--- config.mk ---
export PLATFORM = sky130hd
export DESIGN_NAME = fwd_sel_unit
export DESIGN_NICKNAME = d
export VERILOG_FILES = /design/src/rtl/fwd_sel_unit.sv
export SDC_FILE = /design/constraint.sdc
export NUM_CORES = 1
export LEC_CHECK = 0
export BUFFER_PORTS_ARGS = -buffer_cell sky130_fd_sc_hd__clkbuf_2
export CAP_MARGIN = 20
export CORE_MARGIN = 3
export CORE_UTILIZATION = 60
export DETAILED_ROUTE_END_ITERATION = 6
export GPL_ROUTABILITY_DRIVEN = 0
export PLACE_DENSITY_LB_ADDON = 0.1
export SYNTH_ARGS = -nofsm -noshare
export SYNTH_HDL_FRONTEND = slang
export SYNTH_SLANG_ARGS = --single-unit
--- constraint.sdc ---
create_clock -name clk -period 5.4 [get_ports clk]
set_clock_uncertainty 0.15 [all_clocks]
set_input_delay 0 -clock clk [delete_from_list [all_inputs] [get_ports clk]]
set_output_delay 0 -clock clk [all_outputs]
set_load 0.005 [all_outputs]
--- src/rtl/fwd_sel_unit.sv ---
// Execute-stage operand-select and load-use hazard controller.
// Tracks EX/MEM/WB destination registers and drives the ALU operand mux selects.
module fwd_sel_unit #(
  parameter int REG_AW         = 5,
  parameter int ZERO_REG_FIXED = 1
) (
  input  logic              clk,
  input  logic              rst,
  input  logic              id_valid,
  input  logic [REG_AW-1:0] id_rs1,
  input  logic [REG_AW-1:0] id_rs2,
  input  logic [REG_AW-1:0] id_rd,
  input  logic              id_reg_write,
  input  logic              id_is_load,
  input  logic              id_use_pc,
  input  logic              id_use_imm,
  input  logic              ext_stall,
  input  logic              flush,
  output logic [1:0]        sel_a,
  output logic [1:0]        sel_b,
  output logic              hazard_stall
);

  localparam logic [1:0] SEL_RF    = 2'b00;
  localparam logic [1:0] SEL_EXMEM = 2'b10;
  localparam logic [1:0] SEL_MEMWB = 2'b01;
  localparam logic [1:0] SEL_ALT   = 2'b11;

  logic              ex_valid, ex_reg_write, ex_is_load, ex_use_pc, ex_use_imm;
  logic [REG_AW-1:0] ex_rs1, ex_rs2, ex_rd;
  logic              mem_valid, mem_reg_write, mem_is_load;
  logic [REG_AW-1:0] mem_rd;
  logic              wb_valid, wb_reg_write;
  logic [REG_AW-1:0] wb_rd;

  // Load flag travels with the MEM slot for completeness; no select depends on it.
  logic unused_mem_is_load;
  assign unused_mem_is_load = mem_is_load;

  function automatic logic src_match(input logic              v,
                                     input logic              rw,
                                     input logic [REG_AW-1:0] rd,
                                     input logic [REG_AW-1:0] src);
    logic zero_src;
    zero_src = (ZERO_REG_FIXED != 0) && (src == '0);
    return v && rw && (rd == src) && !zero_src;
  endfunction

  always_ff @(posedge clk or posedge rst) begin
    if (rst) begin
      ex_valid      <= 1'b0;
      ex_reg_write  <= 1'b0;
      ex_is_load    <= 1'b0;
      ex_use_pc     <= 1'b0;
      ex_use_imm    <= 1'b0;
      ex_rs1        <= '0;
      ex_rs2        <= '0;
      ex_rd         <= '0;
      mem_valid     <= 1'b0;
      mem_reg_write <= 1'b0;
      mem_is_load   <= 1'b0;
      mem_rd        <= '0;
      wb_valid      <= 1'b0;
      wb_reg_write  <= 1'b0;
      wb_rd         <= '0;
    end else if (!ext_stall) begin
      mem_valid     <= ex_valid;
      mem_reg_write <= ex_reg_write;
      mem_is_load   <= ex_is_load;
      mem_rd        <= ex_rd;
      wb_valid      <= mem_valid;
      wb_reg_write  <= mem_reg_write;
      wb_rd         <= mem_rd;
      if (flush || hazard_stall) begin
        ex_valid     <= 1'b0;
        ex_reg_write <= 1'b0;
        ex_is_load   <= 1'b0;
        ex_use_pc    <= 1'b0;
        ex_use_imm   <= 1'b0;
        ex_rs1       <= '0;
        ex_rs2       <= '0;
        ex_rd        <= '0;
      end else begin
        ex_valid     <= id_valid;
        ex_reg_write <= id_valid && id_reg_write;
        ex_is_load   <= id_valid && id_is_load;
        ex_use_pc    <= id_use_pc;
        ex_use_imm   <= id_use_imm;
        ex_rs1       <= id_rs1;
        ex_rs2       <= id_rs2;
        ex_rd        <= id_rd;
      end
    end
  end

  // Newest producer wins: the MEM slot is checked before the WB slot.
  always_comb begin
    sel_a = SEL_RF;
    sel_b = SEL_RF;
    if (ex_valid) begin
      if (ex_use_pc)
        sel_a = SEL_ALT;
      else if (src_match(mem_valid, mem_reg_write, mem_rd, ex_rs1))
        sel_a = SEL_EXMEM;
      else if (src_match(wb_valid, wb_reg_write, wb_rd, ex_rs1))
        sel_a = SEL_MEMWB;

      if (ex_use_imm)
        sel_b = SEL_ALT;
      else if (src_match(mem_valid, mem_reg_write, mem_rd, ex_rs2))
        sel_b = SEL_EXMEM;
      else if (src_match(wb_valid, wb_reg_write, wb_rd, ex_rs2))
        sel_b = SEL_MEMWB;
    end
  end

  // Only operands the decode instruction actually reads can cause a load-use stall.
  logic load_hit_rs1, load_hit_rs2;
  always_comb begin
    load_hit_rs1 = !id_use_pc  && src_match(ex_valid, ex_reg_write, ex_rd, id_rs1);
    load_hit_rs2 = !id_use_imm && src_match(ex_valid, ex_reg_write, ex_rd, id_rs2);
    hazard_stall = id_valid && ex_is_load && !flush && (load_hit_rs1 || load_hit_rs2);
  end

endmodule

# Word level (Yosys, flattened, before mapping)
# Cells that the tools add are included.
totals:
  out_inout_bits: 5
  reg_bits: 34
  inputBits: 24
op_classes:
  eq_ne: 6
  n_reduce_logical: 35
  mux: 16
ops:
  columns: ["op", "count"]
  rows:
  - ["equality test 5 bit", 6]
  - ["logical AND 1 bit", 22]
  - ["zero test 5 bit", 4]
  - ["2-to-1 mux 5 bit", 3]
  - ["2-to-1 mux 2 bit", 6]
  - ["zero test 1 bit", 7]
  - ["2-to-1 mux 1 bit", 7]
  - ["logical OR 1 bit", 2]

# Logic depth before layout (Yosys ltp)
depth:
  ltp_word: 8
  ltp_mapped: 6
  depth_no_buf: 5

# Worst setup path after synthesis
# No wires, ideal clock.
synth_timing:
  kind: "flip-flop to flip-flop"
  start: "reg ex_rd[3]"
  end: "reg ex_rd[0]"
  path_stages_with_launch: 7
  arrival_ps: 1514
  path_slack_ps: 3614
  n_path_buf: 1
  synth_period_minus_slack_ps: 1786
  setup_ps: 122
  required_ps: 5128
  path_cell_list: "dfrtp_1 -> xor2_1 -> nor4_1 -> and4b_4 -> o21ai_4 -> buf_6 -> a32o_1"
synth_between:
  elab_chain_len: 8
  word_cells_on_any_way: 12
synth_lines:
  columns: ["item", "line_no", "rtl"]
  rows:
  - ["from (decl)", "30", "logic [REG_AW-1:0] ex_rs1, ex_rs2, ex_rd;"]
  - ["from (signal assigned)", "91", "ex_rd <= id_rd;"]
  - ["equality test 5 bit", "46", "return v && rw && (rd == src) && !zero_src;"]
  - ["logical AND 1 bit (2 in series)", "46", null]
  - ["logical AND 1 bit, on equally long branches", "120, 121", null]
  - ["logical OR 1 bit (*)", "122", "hazard_stall = id_valid && ex_is_load && !flush && (load_hit_rs1 || load_hit_rs2);"]
  - ["logical AND 1 bit (*)", "122", null]
  - ["logical OR 1 bit (*)", "74", "if (flush || hazard_stall) begin"]
  - ["2-to-1 mux 5 bit (*)", "74", null]
# Mark *: on every way between the ends. The rest lies on a longest branch, timed or not.
# A chain may end at the register's enable or synchronous reset.

# Worst setup path in the final report
layout_timing:
  start: "reg ex_rs2[0]"
  end: "out sel_b[0]"
layout_between:
  elab_chain_len: 7
  word_cells_on_any_way: 12
layout_lines:
  columns: ["item", "line_no", "rtl"]
  rows:
  - ["from (decl)", "30", null]
  - ["from (signal assigned)", "90", "ex_rs2 <= id_rs2;"]
  - ["equality test 5 bit or zero test 5 bit (tied branches)", "46, 45", null]
  - ["logical AND 1 bit or zero test 1 bit (tied branches)", "46", null]
  - ["logical AND 1 bit", "46", null]
  - ["2-to-1 mux 1 bit", "112", "else if (src_match(wb_valid, wb_reg_write, wb_rd, ex_rs2))"]
  - ["2-to-1 mux 2 bit (*)", "110", "else if (src_match(mem_valid, mem_reg_write, mem_rd, ex_rs2))"]
  - ["2-to-1 mux 2 bit (*)", "108", "if (ex_use_imm)"]
  - ["2-to-1 mux 2 bit (*)", "100", "if (ex_valid) begin"]
  - ["to (decl)", "20", "output logic [1:0] sel_b,"]
# Marked as above.

==> summary.log <==
INFO  global_routing grt_max_degree=36
INFO  logic_synthesis yosys_warnings=0
INFO  critical_path  critical_path_peak_fanout=4
INFO  placed_design  placed_cell_area=1929µm²
INFO  floorplanning  horizontal_die_dimension=60.51µm
INFO  logic_synthesis avgSynthCellArea=12.13µm²
INFO  critical_path  cp_data_required_time=5250ps
INFO  placed_design  dp.cells=202
INFO  cts            clk_latency=350ps
INFO  timing         finalSetupViolCount=0
INFO  routing        drcViolationCount=0
INFO  layout         layout.cells.non_filler=228
INFO  timing         final.min_clock_period=2332ps
INFO  routing        firstDrtPassIters=4
INFO  power_and_ir_drop power.total=0.0005668W
INFO  routing        viasPerCell=6.430
INFO  floorplanning  row_count=19
INFO  outcome        run_status=finished clean
INFO  critical_path  cp_num_buf_inv=1
INFO  critical_path  timing.setup.critical_path_class=flop to output pin
INFO  layout         final_nets=222
INFO  timing         timing.final.max_slew_violations=0
INFO  logic_synthesis synth_cell_type_count=28
INFO  routing        vias=1,466
INFO  power_and_ir_drop power_leakage=0.9551nW
INFO  cts            cts.sink_count=34
INFO  critical_path  worstPathCellList=or4_1 > nor2_1 > nor3_1 > nor4_1 > o21a_1 > clkbuf_2
INFO  layout         post-route-util=77.74%
INFO  layout         growth_of_design_area_from_synthesis_to_finish=22.32%
INFO  layout         antenna_cells=0
INFO  cts            cts_max_level=2
INFO  logic_synthesis syn_inst=147
INFO  logic_synthesis synth-seq-cells=34
INFO  logic_synthesis yosysSeqAreaShare=47.72%
INFO  critical_path  arrival_worst_endpoint=2180ps
INFO  critical_path  critPathLaunchType=flop
INFO  global_routing first_global_vias=1,430
INFO  timing         timing_hold_violations_final=0
INFO  timing         timing_worst_slew_pin_value=757.3ps
INFO  cts            cts_tree=built
INFO  timing         min_period_over_period=43.19%
INFO  timing         relSlewSlack=49.51%
INFO  global_routing grt_overflow=0
INFO  critical_path  cpPeakStageDelay=540ps
INFO  floorplanning  num_io_pins=29
INFO  critical_path  cp_max_delay_cell=sky130_fd_sc_hd__or4_1
INFO  routing        route.detailed.wl_per_inst=18.40µm
INFO  flow_run       drv.max_cap_violation_count=0
INFO  layout         mostFrequentLayoutCells=sky130_fd_sc_hd__dfrtp_1, sky130_fd_sc_hd__clkbuf_2, sky130_fd_sc_hd__xnor2_1
INFO  floorplanning  fp.dieArea=3661µm²
INFO  routing        postRouteWirelength=4196µm
INFO  cts            clk_pin_slew_worst_paths=90ps
INFO  routing        antenna_left=0
INFO  cts            cts-buffers-inserted=5
INFO  global_routing antenna_violations_before_repair=0
INFO  worst_hold_path worstHoldPathType=input port to flop
INFO  routing        drt_iter0_drc=117
INFO  layout         final_layout_size_suffix_gt1_share=26.90%
INFO  power_and_ir_drop p_per_area=259.9nW/µm²
INFO  power_and_ir_drop vdd_ir_drop_max=0.1947mV
INFO  critical_path  end_kind=output pin
INFO  floorplanning  effective_utilization_at_floorplan=63.56%
INFO  layout         layout.cell_area.non_filler=2181µm²
INFO  logic_synthesis synthesis.nets=171
INFO  cts            cts-root-to-sink-buffers=2
INFO  timing         grt_setup_unrepaired=no
INFO  floorplanning  std_cell_core_area=2805µm²
INFO  cts            root_cell_of_the_clock_tree=sky130_fd_sc_hd__clkbuf_4
INFO  critical_path  timing.critical_path.max_delay_family=simple AND/OR/NAND/NOR gates
INFO  timing         tns=0ps
INFO  global_routing grt_first_pass_wirelength=6831µm
INFO  placed_design  numPortBuffers=28
INFO  global_routing grt_usage=26.07%
INFO  logic_synthesis post_synth_instance_area=1783µm²
INFO  layout         most_common_library_cell_in_the_layout_ignoring_fill_and_taps=sky130_fd_sc_hd__dfrtp_1
INFO  timing         timing.fmax=428.8MHz
INFO  floorplanning  dieHeight=60.51µm
## cells in the mapped netlist, drive strengths merged
master	count	share of area (%)
a22o	2	0.98
or4	2	0.84
inv	1	0.21
and2b	1	0.42
o21ai	1	0.91
nor2	8	1.7
xor2	6	2.9
nor4	5	1.8
xnor2	22	11
nor3	5	1.4
nand4b	1	0.49
a21o	1	0.42
nand4	5	1.8
nand3	5	1.7
nor2b	1	0.35
clkbuf	2	0.42
and4	1	0.49
o21bai	2	0.84
o21a	4	1.7
mux2	14	8.8
and4b	2	1.3
nand2	1	0.21
a32o	17	9.5
dlygate4sd1	2	0.98
buf	2	1.3
dfrtp	34	48
## state kept, by name (all words and copies together) (netlist names)
signal and cells:
ex_is_load 1, ex_rd 5, ex_reg_write 1, ex_rs1 5, ex_rs2 5, ex_use_imm 1
ex_use_pc 1, ex_valid 1, mem_rd 5, mem_reg_write 1, mem_valid 1, wb_rd 5
wb_reg_write 1, wb_valid 1
## layer usage
metal | part of all wire [%] | up-vias | track usage, %
met2 | 49 | 49 | 43.83
met4 | 2.4 | 0 | 12.07
met5 | 0 | - | 0
met1 | 43 | 747 | 32.10
li1 | - | 661 | -
met3 | 5.4 | 9 | 5.745
## per-stage QoR
step	worst slack (ps)	hold WS, ps
floorplan	3614	-118.9
global placement	3540	-64.08
detailed placement	3477	-46.19
CTS	3093	3.283
global route	2943	3.662
finish	3068	7.964
## worst register-to-register path: cells and delay by family (launching register included)
kind                      cells  cell delay [ps]
xor gates and xnor gates      1              230
DFF                           1              470
and+or+nand+nor               2              290
AOI/OAI and AO/OA             2              670
## final timing paths
path                            startpoint           end  slack [ps]  cells after the start
worst max-delay path             ex_rs2[0]      sel_b[0]        3070                      6
worst min-delay path              id_valid      ex_valid           8                      3
worst max register to register    ex_rd[1]     ex_rs2[0]        3520                      5
worst min register to register  ex_is_load    ex_is_load         400                      1
max in group asynchronous              rst    ex_is_load        4670                      4
min in group asynchronous              rst  wb_reg_write         120                      4
## cell families (layout without fill, tap and decap cells)
family | after synthesis | count (layout) | synth area share (%)
XOR/XNOR | 28 | 28 | 13.75
AND/OR/NAND/NOR | 37 | 37 | 12.42
flip-flops | 34 | 34 | 47.72
buffers and inverters | 7 | 57 | 2.877
AO/OA/AOI/OAI | 27 | 27 | 14.39
multiplexers | 14 | 14 | 8.842
## layout make-up
type,instances,area [µm²]
Clock buffer,6,51.30
Timing Repair Buffer,50,355.3
Sequential cell,34,850.8
Multi-Input combinational cell,106,880.8
Tap cell,31,38.79
Fill cell,201,624.3
Inverter,1,3.754
## power breakdown
part / leakage [nW] / internal (W) / total (W) / switching [W]
Clock: 0.0302 / 0.0000586 / 0.000142 / 0.0000839
Combinational: 0.480 / 0.0000662 / 0.000113 / 0.0000469
Sequential: 0.445 / 0.000278 / 0.000311 / 0.0000330
Total: 0.955 / 0.000403 / 0.000567 / 0.000164
## repair_timing
action                    4_1_cts  5_1_grt
hold endpoints to repair       53        0
buffers inserted                0        0
hold buffers                   20        0
resized for setup               0        0
Note: power is estimated with default switching activity, not from simulation.
